## src/rtl/osd_scm_pkg.sv

```systemverilog
// Shared definitions for the subnet control module register backend:
// register addresses, control/status bit positions and the handshake state type.
package osd_scm_pkg;

  localparam logic [15:0] SCM_REG_SYSTEMID   = 16'h0200;
  localparam logic [15:0] SCM_REG_NUM_MOD    = 16'h0201;
  localparam logic [15:0] SCM_REG_MAX_PKT    = 16'h0202;
  localparam logic [15:0] SCM_REG_NUM_CPU    = 16'h0203;
  localparam logic [15:0] SCM_REG_SYSCTRL    = 16'h0204;
  localparam logic [15:0] SCM_REG_CPU_MASK   = 16'h0205;
  localparam logic [15:0] SCM_REG_RST_STATUS = 16'h0206;
  localparam logic [15:0] SCM_REG_SCRATCH    = 16'h0207;

  localparam int SYSCTRL_SYS_HOLD  = 0;
  localparam int SYSCTRL_CPU_HOLD  = 1;
  localparam int SYSCTRL_SYS_PULSE = 2;
  localparam int SYSCTRL_CPU_PULSE = 3;

  localparam int STATUS_SYS_RST  = 0;
  localparam int STATUS_SYS_BUSY = 1;
  localparam int STATUS_CPU_BUSY = 2;
  localparam int STATUS_CPU_ANY  = 3;

  typedef enum logic [0:0] {
    IDLE = 1'b0,
    RESP = 1'b1
  } scm_state_e;

endpackage

```

## src/rtl/osd_scm_ctrl_if.sv

```systemverilog
// Register access bus between the status/control front end (master)
// and the SCM register backend (slave).
interface osd_scm_ctrl_if;

  logic        reg_request;
  logic        reg_write;
  logic [15:0] reg_addr;
  logic        reg_size;
  logic [15:0] reg_wdata;
  logic        reg_ack;
  logic        reg_err;
  logic [15:0] reg_rdata;

  modport master (
    output reg_request, reg_write, reg_addr, reg_size, reg_wdata,
    input  reg_ack, reg_err, reg_rdata
  );

  modport slave (
    input  reg_request, reg_write, reg_addr, reg_size, reg_wdata,
    output reg_ack, reg_err, reg_rdata
  );

endinterface

```

## src/rtl/osd_scm_rstgen.sv

```systemverilog
// Self-timed reset pulse generator: a trigger (re)loads a down-counter with LEN,
// busy stays high while the counter is non-zero.
module osd_scm_rstgen #(
  parameter int LEN = 16
) (
  input  logic clk,
  input  logic rst,
  input  logic trigger,
  output logic busy
);

  localparam int CNT_W = $clog2(LEN + 1);

  logic [CNT_W-1:0] cnt_r;

  // Down-counter, retriggerable, holds at zero
  always_ff @(posedge clk or posedge rst) begin
    if (rst) begin
      cnt_r <= {CNT_W{1'b0}};
    end else if (trigger) begin
      cnt_r <= CNT_W'(LEN);
    end else if (cnt_r != {CNT_W{1'b0}}) begin
      cnt_r <= cnt_r - CNT_W'(1);
    end else begin
      cnt_r <= cnt_r;
    end
  end

  assign busy = (cnt_r != {CNT_W{1'b0}});

endmodule

```

## src/rtl/osd_scm_ctrl.sv

```systemverilog
// SCM register backend: read-only system info, system/CPU reset control with
// hold bits, self-timed pulses, per-CPU mask and a scratch register.
module osd_scm_ctrl
  import osd_scm_pkg::*;
#(
  parameter logic [15:0] SYSTEMID      = 16'h0000,
  parameter int          NUM_MOD       = 1,
  parameter int          MAX_PKT_LEN   = 12,
  parameter int          NUM_CPU       = 1,
  parameter int          RST_PULSE_LEN = 16
) (
  input  logic               clk,
  input  logic               rst,
  osd_scm_ctrl_if.slave      bus,
  output logic               sys_rst,
  output logic [NUM_CPU-1:0] cpu_rst
);

  scm_state_e         state_r;
  logic [1:0]         hold_r;
  logic [NUM_CPU-1:0] cpu_mask_r;
  logic [15:0]        scratch_r;

  logic               addr_hit_s;
  logic               read_only_s;
  logic               err_s;
  logic               wr_s;
  logic [15:0]        rd_data_s;
  logic               sys_trig_s;
  logic               cpu_trig_s;
  logic               sys_busy_s;
  logic               cpu_busy_s;
  logic               sys_rst_int_s;
  logic [NUM_CPU-1:0] cpu_rst_int_s;

  // Address decode, error classification and read mux
  always_comb begin
    addr_hit_s  = 1'b1;
    read_only_s = 1'b0;
    rd_data_s   = 16'h0000;
    case (bus.reg_addr)
      SCM_REG_SYSTEMID: begin read_only_s = 1'b1; rd_data_s = SYSTEMID;         end
      SCM_REG_NUM_MOD:  begin read_only_s = 1'b1; rd_data_s = 16'(NUM_MOD);     end
      SCM_REG_MAX_PKT:  begin read_only_s = 1'b1; rd_data_s = 16'(MAX_PKT_LEN); end
      SCM_REG_NUM_CPU:  begin read_only_s = 1'b1; rd_data_s = 16'(NUM_CPU);     end
      SCM_REG_SYSCTRL: begin
        rd_data_s[SYSCTRL_SYS_HOLD] = hold_r[0];
        rd_data_s[SYSCTRL_CPU_HOLD] = hold_r[1];
      end
      SCM_REG_CPU_MASK: rd_data_s[NUM_CPU-1:0] = cpu_mask_r;
      SCM_REG_RST_STATUS: begin
        read_only_s                = 1'b1;
        rd_data_s[STATUS_SYS_RST]  = sys_rst;
        rd_data_s[STATUS_SYS_BUSY] = sys_busy_s;
        rd_data_s[STATUS_CPU_BUSY] = cpu_busy_s;
        rd_data_s[STATUS_CPU_ANY]  = |cpu_rst;
      end
      SCM_REG_SCRATCH: rd_data_s = scratch_r;
      default:         addr_hit_s = 1'b0;
    endcase
    err_s = !addr_hit_s || bus.reg_size || (bus.reg_write && read_only_s);
    wr_s  = (state_r == IDLE) && bus.reg_request && bus.reg_write && !err_s;
  end

  assign sys_trig_s = wr_s && (bus.reg_addr == SCM_REG_SYSCTRL) && bus.reg_wdata[SYSCTRL_SYS_PULSE];
  assign cpu_trig_s = wr_s && (bus.reg_addr == SCM_REG_SYSCTRL) && bus.reg_wdata[SYSCTRL_CPU_PULSE];

  osd_scm_rstgen #(.LEN(RST_PULSE_LEN)) u_sys_rstgen (
    .clk     (clk),
    .rst     (rst),
    .trigger (sys_trig_s),
    .busy    (sys_busy_s)
  );

  osd_scm_rstgen #(.LEN(RST_PULSE_LEN)) u_cpu_rstgen (
    .clk     (clk),
    .rst     (rst),
    .trigger (cpu_trig_s),
    .busy    (cpu_busy_s)
  );

  // CPU resets follow the next sys_rst value so they never lag behind it
  always_comb begin
    sys_rst_int_s = hold_r[0] | sys_busy_s;
    cpu_rst_int_s = {NUM_CPU{sys_rst_int_s}} | ({NUM_CPU{hold_r[1] | cpu_busy_s}} & cpu_mask_r);
  end

  // Handshake FSM, control registers and registered reset outputs
  always_ff @(posedge clk or posedge rst) begin
    if (rst) begin
      state_r       <= IDLE;
      bus.reg_ack   <= 1'b0;
      bus.reg_err   <= 1'b0;
      bus.reg_rdata <= 16'h0000;
      hold_r        <= 2'b00;
      cpu_mask_r    <= {NUM_CPU{1'b1}};
      scratch_r     <= 16'h0000;
      sys_rst       <= 1'b0;
      cpu_rst       <= {NUM_CPU{1'b0}};
    end else begin
      sys_rst <= sys_rst_int_s;
      cpu_rst <= cpu_rst_int_s;
      case (state_r)
        IDLE: begin
          bus.reg_ack <= 1'b0;
          bus.reg_err <= 1'b0;
          if (bus.reg_request) begin
            state_r     <= RESP;
            bus.reg_ack <= !err_s;
            bus.reg_err <= err_s;
            if (!err_s && !bus.reg_write) begin
              bus.reg_rdata <= rd_data_s;
            end
            if (wr_s) begin
              case (bus.reg_addr)
                SCM_REG_SYSCTRL:  hold_r <= {bus.reg_wdata[SYSCTRL_CPU_HOLD],
                                             bus.reg_wdata[SYSCTRL_SYS_HOLD]};
                SCM_REG_CPU_MASK: cpu_mask_r <= bus.reg_wdata[NUM_CPU-1:0];
                SCM_REG_SCRATCH:  scratch_r  <= bus.reg_wdata;
                default:          ;
              endcase
            end
          end
        end
        RESP: begin
          state_r     <= IDLE;
          bus.reg_ack <= 1'b0;
          bus.reg_err <= 1'b0;
        end
        default: begin
          state_r     <= IDLE;
          bus.reg_ack <= 1'b0;
          bus.reg_err <= 1'b0;
        end
      endcase
    end
  end

endmodule

```

## src/flat_wrapper.sv

```systemverilog
// flat-port wrapper written by rule: the top's interface ports become plain ports
module osd_scm_ctrl_flat import osd_scm_pkg::*;
#(
  parameter logic [15:0] SYSTEMID      = 16'h0000,
  parameter int          NUM_MOD       = 1,
  parameter int          MAX_PKT_LEN   = 12,
  parameter int          NUM_CPU       = 1,
  parameter int          RST_PULSE_LEN = 16
)
  (clk, rst, sys_rst, cpu_rst, bus_reg_request, bus_reg_write, bus_reg_addr, bus_reg_size, bus_reg_wdata, bus_reg_ack, bus_reg_err, bus_reg_rdata);
  osd_scm_ctrl_if bus_i ();
  input  logic clk;
  input  logic rst;
  output logic sys_rst;
  output logic [NUM_CPU-1:0] cpu_rst;
  input wire logic [$bits(bus_i.reg_request)-1:0] bus_reg_request;
  input wire logic [$bits(bus_i.reg_write)-1:0] bus_reg_write;
  input wire logic [$bits(bus_i.reg_addr)-1:0] bus_reg_addr;
  input wire logic [$bits(bus_i.reg_size)-1:0] bus_reg_size;
  input wire logic [$bits(bus_i.reg_wdata)-1:0] bus_reg_wdata;
  output wire logic [$bits(bus_i.reg_ack)-1:0] bus_reg_ack;
  output wire logic [$bits(bus_i.reg_err)-1:0] bus_reg_err;
  output wire logic [$bits(bus_i.reg_rdata)-1:0] bus_reg_rdata;
  assign bus_i.reg_request = bus_reg_request;
  assign bus_i.reg_write = bus_reg_write;
  assign bus_i.reg_addr = bus_reg_addr;
  assign bus_i.reg_size = bus_reg_size;
  assign bus_i.reg_wdata = bus_reg_wdata;
  assign bus_reg_ack = bus_i.reg_ack;
  assign bus_reg_err = bus_i.reg_err;
  assign bus_reg_rdata = bus_i.reg_rdata;
  osd_scm_ctrl #(.SYSTEMID(SYSTEMID), .NUM_MOD(NUM_MOD), .MAX_PKT_LEN(MAX_PKT_LEN), .NUM_CPU(NUM_CPU), .RST_PULSE_LEN(RST_PULSE_LEN)) u_core (.clk(clk), .rst(rst), .bus(bus_i), .sys_rst(sys_rst), .cpu_rst(cpu_rst));
endmodule
```

## config.mk

```make
export PLATFORM = sky130hd
export DESIGN_NAME = osd_scm_ctrl_flat
export DESIGN_NICKNAME = d
export VERILOG_FILES = /design/src/rtl/osd_scm_pkg.sv /design/src/rtl/osd_scm_ctrl_if.sv /design/src/rtl/osd_scm_rstgen.sv /design/src/rtl/osd_scm_ctrl.sv /design/src/flat_wrapper.sv
export SDC_FILE = /design/constraint.sdc
export NUM_CORES = 1
export LEC_CHECK = 0
export ABC_AREA = 1
export BUFFER_PORTS_ARGS = -buffer_cell sky130_fd_sc_hd__buf_2
export CAP_MARGIN = 20
export CELL_PAD_IN_SITES_DETAIL_PLACEMENT = 1
export CELL_PAD_IN_SITES_GLOBAL_PLACEMENT = 1
export CORE_MARGIN = 2
export CORE_UTILIZATION = 40
export CTS_CLUSTER_DIAMETER = 100
export DETAILED_ROUTE_END_ITERATION = 12
export GPL_TIMING_DRIVEN = 0
export PLACE_DENSITY = 0.85
export SLEW_MARGIN = 0
export SYNTH_ARGS = -nofsm -noshare
export SYNTH_HDL_FRONTEND = slang
export SYNTH_HIERARCHICAL = 1
export SYNTH_SLANG_ARGS = --single-unit
```

## constraint.sdc

```tcl
create_clock -name clk -period 1.55 [get_ports clk]
set_input_delay 0.31 -clock clk [delete_from_list [all_inputs] [get_ports clk]]
set_output_delay 0.31 -clock clk [all_outputs]
set_load 0.01 [all_outputs]
```

==> results of run 1 <==
power groups by stage:
stage / clock network, mW / logic, mW / registers [mW]
finish: 0.975 / 0.170 / 1.31
CTS: 1.00 / 0.153 / 1.31
floorplan: 0 / 0.0519 / 1.33
detailed placement: 0 / 0.127 / 1.33
global placement: 0 / 0.120 / 1.33
global route: 1.05 / 0.186 / 1.31
registers in the layout (all words and copies together), names as in the netlist:
register / cells
u_core/bus.reg_ack: 1
u_core/cpu_mask_r: 1
u_core/cpu_rst: 1
u_core/scratch_r: 16
u_core/hold_r: 2
u_core/sys_rst: 1
u_core/bus.reg_rdata: 16
u_core/u_sys_rstgen/cnt_r: 5
u_core/u_cpu_rstgen/cnt_r: 5
u_core/state_r: 1
u_core/bus.reg_err: 1
kinds of logic (layout without fill, tap and decap cells):
kind of cell	Yosys count	count (layout)	share of synthesized area, %
AOI/OAI and AO/OA	43	43	11.6
DFF	50	50	46.3
buffers and inverters	68	151	11.2
and+or+nand+nor	164	164	29.4
adders and majority gates	2	2	0.924
xor gates and xnor gates	2	2	0.647
final timing paths:
path	startpoint	to	slack (ns)	cells after the start
worst max-delay path	bus_reg_addr[0]	u_core/scratch_r[0]	-0.11	11
worst min-delay path	bus_reg_wdata[12]	u_core/scratch_r[12]	0.23	3
worst max register to register	u_core/state_r	u_core/scratch_r[0]	-0.03	9
worst min register to register	u_core/hold_r[0]	u_core/sys_rst	0.49	2
max in group asynchronous	rst	u_core/state_r	0.26	3
min in group asynchronous	rst	u_core/u_cpu_rstgen/cnt_r[1]	0.47	3
metrics by stage:
stage	hold slack, ns	setup TNS (ns)	cells
floorplan	0.0885	-1.60	329
global placement	0.239	-23.99	462
detailed placement	0.254	-15.47	462
CTS	0.224	-0.0932	479
global route	0.229	-4.43	489
finish	0.228	-1.39	489
tightest hold or removal path, delay by kind of cell:
kind / cells / cell delay [ns]
simple gates: 2 / 0.11
buf+inv: 1 / 0.08
synthesized netlist by cell type:
library cell / instances / area [µm²]
a21oi_1: 2 / 10.0
and2_4: 1 / 8.76
buf_2: 2 / 10.0
buf_4: 2 / 15.0
buf_6: 5 / 56.3
clkbuf_1: 1 / 3.75
clkinv_1: 2 / 7.51
dfrtp_1: 49 / 1230
dfstp_2: 1 / 26.3
ha_1: 2 / 25.0
inv_1: 52 / 195
inv_2: 4 / 15.0
nand2_1: 79 / 297
nand2_2: 4 / 25.0
nand2_4: 2 / 22.5
nand3_1: 35 / 175
nand3_2: 2 / 20.0
nand3_4: 2 / 35.0
nand4_1: 1 / 6.26
nand4_4: 1 / 21.3
nor2_1: 22 / 82.6
nor2_2: 12 / 75.1
nor2_4: 2 / 22.5
nor3_1: 1 / 5.00
o21ai_0: 6 / 30.0
o21ai_1: 2 / 10.0
o21ai_2: 13 / 114
o21bai_1: 19 / 143
o22ai_1: 1 / 6.26
xor2_1: 2 / 17.5
metal layers:
layer | part of all wire (%) | vias up
li1 | - | 1188
met1 | 39 | 1254
met3 | 4.2 | 22
met2 | 53 | 67
met5 | 0 | -
met4 | 3.6 | 0
final cells by class:
type / count / area [µm²] / area share, %
buffer: 8 / 80.1 / 2.11
clock buffer: 5 / 68.8 / 1.81
clock inverter: 3 / 48.8 / 1.29
inverter: 58 / 228 / 6.00
multi-input combinational: 211 / 1450 / 38.2
sequential: 50 / 1250 / 33.0
tap: 77 / 96.3 / 2.54
timing repair buffer: 77 / 572 / 15.1
what timing repair did:
item | 4_1_cts | 5_1_grt
pin swaps | 18 | 24
gates cloned | 1 | 3
endpoints found under the setup margin | 21 | 45
setup buffers | 7 | 9
resized for setup | 31 | 50
hold buffers | 1 | 0
endpoints found under the hold margin | 10 | 0
==> qor.yml, run 1 <==
detailed_routing:
  wl_per_cell_um: 18.2
  drt_pass1_iterations: 5
  routed_wirelength_um: 8900
  drt_iter0_markers: 137
  antenna_left: 0
  viasPerCell: 5.18
  vias: 2531
  drcViolationCount: 0
placed_design:
  portBuffers: 56
  dp_hpwl_um: 5000
  dpl_cell_area_um2: 3160
  gp_congestion: 0.801
  post-place-ws_ns: -0.582
grt:
  grt.busiest_layer: "met2"
  met3_usage_pct: 4.19
  gr-usage-met2_pct: 39.0
  grt_use_total_pct: 21.4
  grt_overflow: 0
  grt_max_degree: 41
  grt_pass1_wl_um: 12500
  antenna_found_initial: 0
  grtUsageMet1_pct: 24.1
  grt_pass1_vias: 2648
worst_setup_path:
  critical_path_required_ns: 1.73
  cpMostUsedCell: "buf_6"
  crit_fanout: 8
  critical_path.top_delay_family: "simple AND/OR/NAND/NOR gates"
  worst_path_largest_cell_delay_ns: 0.20
  cp-start-kind: "input port"
  critical_path.endpoint_type: "flip-flop"
  cp_slowest_cell: "nor2_2"
  critPathArrivalTime_ns: 1.84
  worstSetupPathType: "input port to flip-flop"
  path_buf_inv: 3
  crit_chain: "buf_2 > nor2_1 > nand2_2 > nor2_2 > o21ai_2 > nand3_4 > buf_6 > nand4_4 > buf_6 > o21bai_1 > nand2_1"
die:
  ios: 57
  rows: 29
  die_area_um2: 7440
  coreArea_um2: 6460
  dieHeight_um: 86.3
  initial_core_util_pct: 41.9
  die_width_um: 86.3
synthesis:
  synth_seq_cells: 50
  ys_seq_area_share_pct: 46.3
  postSynthCellCount: 329
  synth.cell_area_um2: 2710
  syn_nets: 368
  ys_types: 30
  postSynthAreaPerCell_um2: 8.23
  ys_warn_count: 6
timing:
  setup_viol: 38
  fin_crit_sh_pct: 107
  drv_slew: 0
  fin_crit_ns: 1.66
  fin_ws_ns: -0.106
  hold_viol: 0
  worstMarginPinSlew_ns: 0.876
  max_clock_freq_ghz: 0.604
  maxSlewHeadroom_pct: 41.5
  rsz0062_at_grt: "true"
  clock_skew_ns: 0.0110
power_and_ir_drop:
  pwr-share-seq_pct: 53.3
  powerDensity_nw_per_um2: 646
  pwr-share-clk_pct: 39.8
  p_leak_nw: 1.89
  swShare_pct: 24.0
  p_int_mw: 1.86
  peakVddDrop_uv: 396
  switchingPower_uw: 589
  power_mw: 2.45
  p_comb_share_pct: 6.9
cts:
  cts_root_buf: "clkbuf_8"
  insertion_delay_ns: 0.31
  cts_tree: "yes"
  clockBufferDepth: 2
  path_clk_slew_ns: 0.10
  htreeDepth: 2
  cts_buffers: 5
  clock_sinks: 50
run:
  maxCapViolCount: 0
final_layout:
  nets: 450
  final_cell_area_um2: 3790
  layout_commonest_cell: "nand2_1"
  final_cell_mix: "nand2_1 (56), buf_2 (50), dfrtp_1 (49)"
  final_core_util_pct: 58.8
  insertedDiodeCount: 0
  fillers: 782
  area_growth_pct: 40.2
  drive_gt1_share_pct: 45.9
outcome:
  status: "finished, violations left"
  violations: "setup timing"
hold_path:
  hold_path.class: "input port to flip-flop"
Power figures use the tool's default switching activity.
==> run 2: changes to the inputs <==
ABC_AREA = unset   (was 1)
BUFFER_PORTS_ARGS = unset   (was -buffer_cell sky130_fd_sc_hd__buf_2)
CORE_UTILIZATION = 48   (was 40)
DONT_BUFFER_PORTS = 1   (was unset)
PLACE_DENSITY = 0.83   (was 0.85)
==> run 2 against run 1 <==
The run still ends with setup timing left. Clock-buffer cell count stayed put. Maximum frequency decreased by 9.3%. Register-to-register slack lost 0.25 ns. Global-route usage up 0.80 points. Critical path depth fell by 5. Sequential share of layout area grew 9.7 points. Clock power down 17%. Synthesized cell count is 37% lower. Non-clock buffer count down 56. Cell area is 23% lower. Combinational power increased to 5.4 times the previous value. Critical path type is now flip-flop to flip-flop. Critical endpoint is now u_core/scratch_r[7]. Largest cell class is now registers. Highest routed layer unchanged.
==> qor.yml, run 2 <==
run:
  maxCapViolCount: 0  # unchanged
timing:
  max_clock_freq_ghz: 0.548  # -9.3%
  hold_viol: 0  # unchanged
  maxSlewHeadroom_pct: 44.5  # +2.9 points
  worstMarginPinSlew_ns: 0.832  # -0.0440 ns
  drv_slew: 0  # unchanged
  setup_viol: 46  # +21%
  clock_skew_ns: 0.0119  # +0.000856 ns
  fin_crit_ns: 1.83  # +0.170 ns
  fin_crit_sh_pct: 118  # +11 points
  rsz0062_at_grt: "true"
  fin_ws_ns: -0.276  # -0.170 ns
hold_path:
  hold_path.class: "input port to async pin"
placed_design:
  dp_hpwl_um: 3710  # -26%
  post-place-ws_ns: -0.468  # +0.114 ns
  portBuffers: 0  # -100%
  dpl_cell_area_um2: 2500  # -21%
  numPlacedInstances: 274  # -41%
  gp_congestion: 0.730  # -8.9%
final_layout:
  top_regs: "u_core/bus.reg_rdata (16), u_core/scratch_r (16)"
  final_cell_area_um2: 2930  # -23%
  fillers: 479  # -39%
  final_cell_count_no_fill: 300  # -39%
  nets: 271  # -40%
  layout_commonest_cell: "dfrtp_1"
  drive_gt1_share_pct: 41.2  # -4.7 points
  final_cell_mix: "dfrtp_1 (49), inv_1 (20), mux2_4 (19)"
  final_core_util_pct: 62.1  # +3.4 points
  insertedDiodeCount: 0  # unchanged
  area_growth_pct: 24.5
detailed_routing:
  wl_per_cell_um: 22.7  # +25%
  antenna_left: 0  # unchanged
  viasPerCell: 5.75  # +11%
  drt_iter0_markers: 104  # -24%
  vias: 1726  # -32%
  drt_pass1_iterations: 4  # -1
  routed_wirelength_um: 6800  # -24%
  drcViolationCount: 0  # unchanged
worst_setup_path:
  cp-start-kind: "flip-flop"
  worstReg2RegStart: "u_core/state_r"
  crit_fanout: 6  # -2
  worstReg2RegEnd: "u_core/scratch_r[7]"
  critPathArrivalTime_ns: 2.04  # +0.20 ns
  rrSetupSlack_ns: -0.28  # -0.25 ns
  worstSetupPathType: "flip-flop to flip-flop"
  startpoint: "u_core/state_r"
  r2r_cells: 6  # -3
  critPathCapture: "u_core/scratch_r[7]"
  critical_path_required_ns: 1.76  # +0.03 ns
  critical_path.endpoint_type: "flip-flop"
synthesis:
  postSynthCellCount: 207  # -37%
  synthArstFlopShare_pct: 100  # unchanged
  synth_area_leader_cell: "dfrtp_1"
  synth_ff_type: "dfrtp_1"
  postSynthAreaPerCell_um2: 11.4  # +38%
  synthTopCellsByArea: "dfrtp_1 (52%), mux2_4 (6.4%), mux2_2 (4.8%), inv_1 (4.0%), nand4_1 (3.5%)"
  yosysMostFrequentCell: "dfrtp_1"
  synth.top_cells.by_count: "dfrtp_1 (49), inv_1 (25), o21ai_0 (16)"
  ys_warn_count: 6  # unchanged
  synth_seq_cells: 50  # unchanged
  synth.cell_area_um2: 2360  # -13%
  ys_seq_area_share_pct: 53.1  # +6.9 points
  synth_top_area_share_pct: 52.0  # +6.7 points
  syn_nets: 246  # -33%
  ys_types: 38  # +27%
  synth_edf_count: 0  # unchanged
grt:
  grt_overflow: 0  # unchanged
  grt_max_degree: 41  # unchanged
  antenna_found_initial: 0  # unchanged
  grt_pass1_vias: 1780  # -33%
  grt_pass1_wl_um: 8980  # -28%
  grt_use_total_pct: 22.2  # +0.80 points
power_and_ir_drop:
  p_leak_nw: 1.36  # -28%
  peakVddDrop_uv: 1010  # +160%
  powerDensity_nw_per_um2: 1120  # +74%
die:
  coreArea_um2: 4720  # -27%
  die_width_um: 74.1  # -14%
  initial_core_util_pct: 49.9  # +8.0 points
  ios: 57  # unchanged
  rows: 25  # -14%
  dieHeight_um: 74.1  # -14%
  die_area_um2: 5490  # -26%
cts:
  cts_tree: "yes"
  cts_buffers: 5  # unchanged
  cts_root_buf: "clkbuf_8"
  path_clk_slew_ns: 0.10  # about the same
  insertion_delay_ns: 0.32  # about the same
  clock_sinks: 50  # unchanged
  htreeDepth: 2  # unchanged
  clockBufferDepth: 2  # unchanged
outcome:
  status: "finished, violations left"
  violations: "setup timing"
run 2: cell types whose count changed in the layout (fill, tap and decap cells not counted), sizes merged, moves of 5 or more:
cell,before,now
nand2,85,12
buf,80,25
nand3,39,2
inv,57,26
nor2,36,8
mux2,0,20
o21bai,19,0
nand4,2,14
mux2i,0,5
o21ai,21,16
run 2: logic make-up (layout without fill, tap and decap cells):
| logic type | Yosys count | in the layout | synth area share, % |
|---|---|---|---|
| adders and majority gates | 2 | 2 | 1.06 |
| muxes | 25 | 25 | 13.3 |
| DFF | 50 | 50 | 53.1 |
| xor gates and xnor gates | 2 | 2 | 0.743 |
| and+or+nand+nor | 61 | 61 | 16.6 |
| buffers and inverters | 36 | 62 | 6.74 |
| AOI/OAI and AO/OA | 31 | 31 | 8.49 |
run 2: worst min path at each step:
stage | from | end | slack (ns) | depth (start not counted)
5_1_grt | rst | u_core/bus.reg_rdata[1] | 0.08 | 1
6_report | rst | u_core/bus.reg_rdata[1] | 0.03 | 1
2_1_floorplan | rst | u_core/u_cpu_rstgen/cnt_r[0] | 0.09 | 1
3_3_place_gp | rst | u_core/u_sys_rstgen/cnt_r[2] | 0.11 | 1
3_5_place_dp | rst | u_core/u_sys_rstgen/cnt_r[2] | 0.12 | 1
4_1_cts | rst | u_core/scratch_r[0] | 0.06 | 1
run 2: worst max-delay path, stage by stage, from the launching register on:
cell and delay [ns]:
dfrtp_1 0.39, or3b_1 0.36, buf_6 0.15, nor3_4 0.17, buf_6 0.18, clkbuf_16 0.16
mux2_4 0.30
run 2: power by group:
part           internal, mW  switching, mW
clock network         0.324          0.481
registers              1.44          0.138
logic                 0.483          0.432
total                  2.25           1.05
run 2: layout make-up:
class / count / area, µm² / share of cell area, %
tap: 67 / 83.8 / 2.86
buffer: 9 / 76.3 / 2.60
multi-input combinational: 121 / 1140 / 38.9
timing repair buffer: 20 / 193 / 6.57
clock inverter: 3 / 23.8 / 0.810
sequential: 50 / 1250 / 42.7
inverter: 25 / 93.8 / 3.20
clock buffer: 5 / 68.8 / 2.35
run 2: routing by layer:
metal | part of all wire, % | GRT usage (%) | vias up
li1 | - | - | 767
met1 | 39 | 27.6 | 886
met2 | 53 | 36.7 | 62
met3 | 6.0 | 6.78 | 11
met4 | 2.0 | 7.88 | 0
met5 | 0 | 0 | -
run 2: per-stage QoR:
stage                     setup TNS (ns)  hold slack, ns  power (mW)
after floorplan                    -3.25          0.0885        2.10
after global placement            -15.03           0.112        2.19
after detailed placement          -12.13           0.118        2.24
after CTS                          -7.39          0.0638        3.15
after global routing              -11.24          0.0768        3.46
final                              -8.87          0.0251        3.30
run 2: repair_timing:
action	in CTS	in global routing
setup endpoints to repair	42	44
endpoints found under the hold margin	10	0
cloned	0	3
resized for setup	18	45
pin swaps	5	6
hold buffers	1	0
buffers inserted	10	6
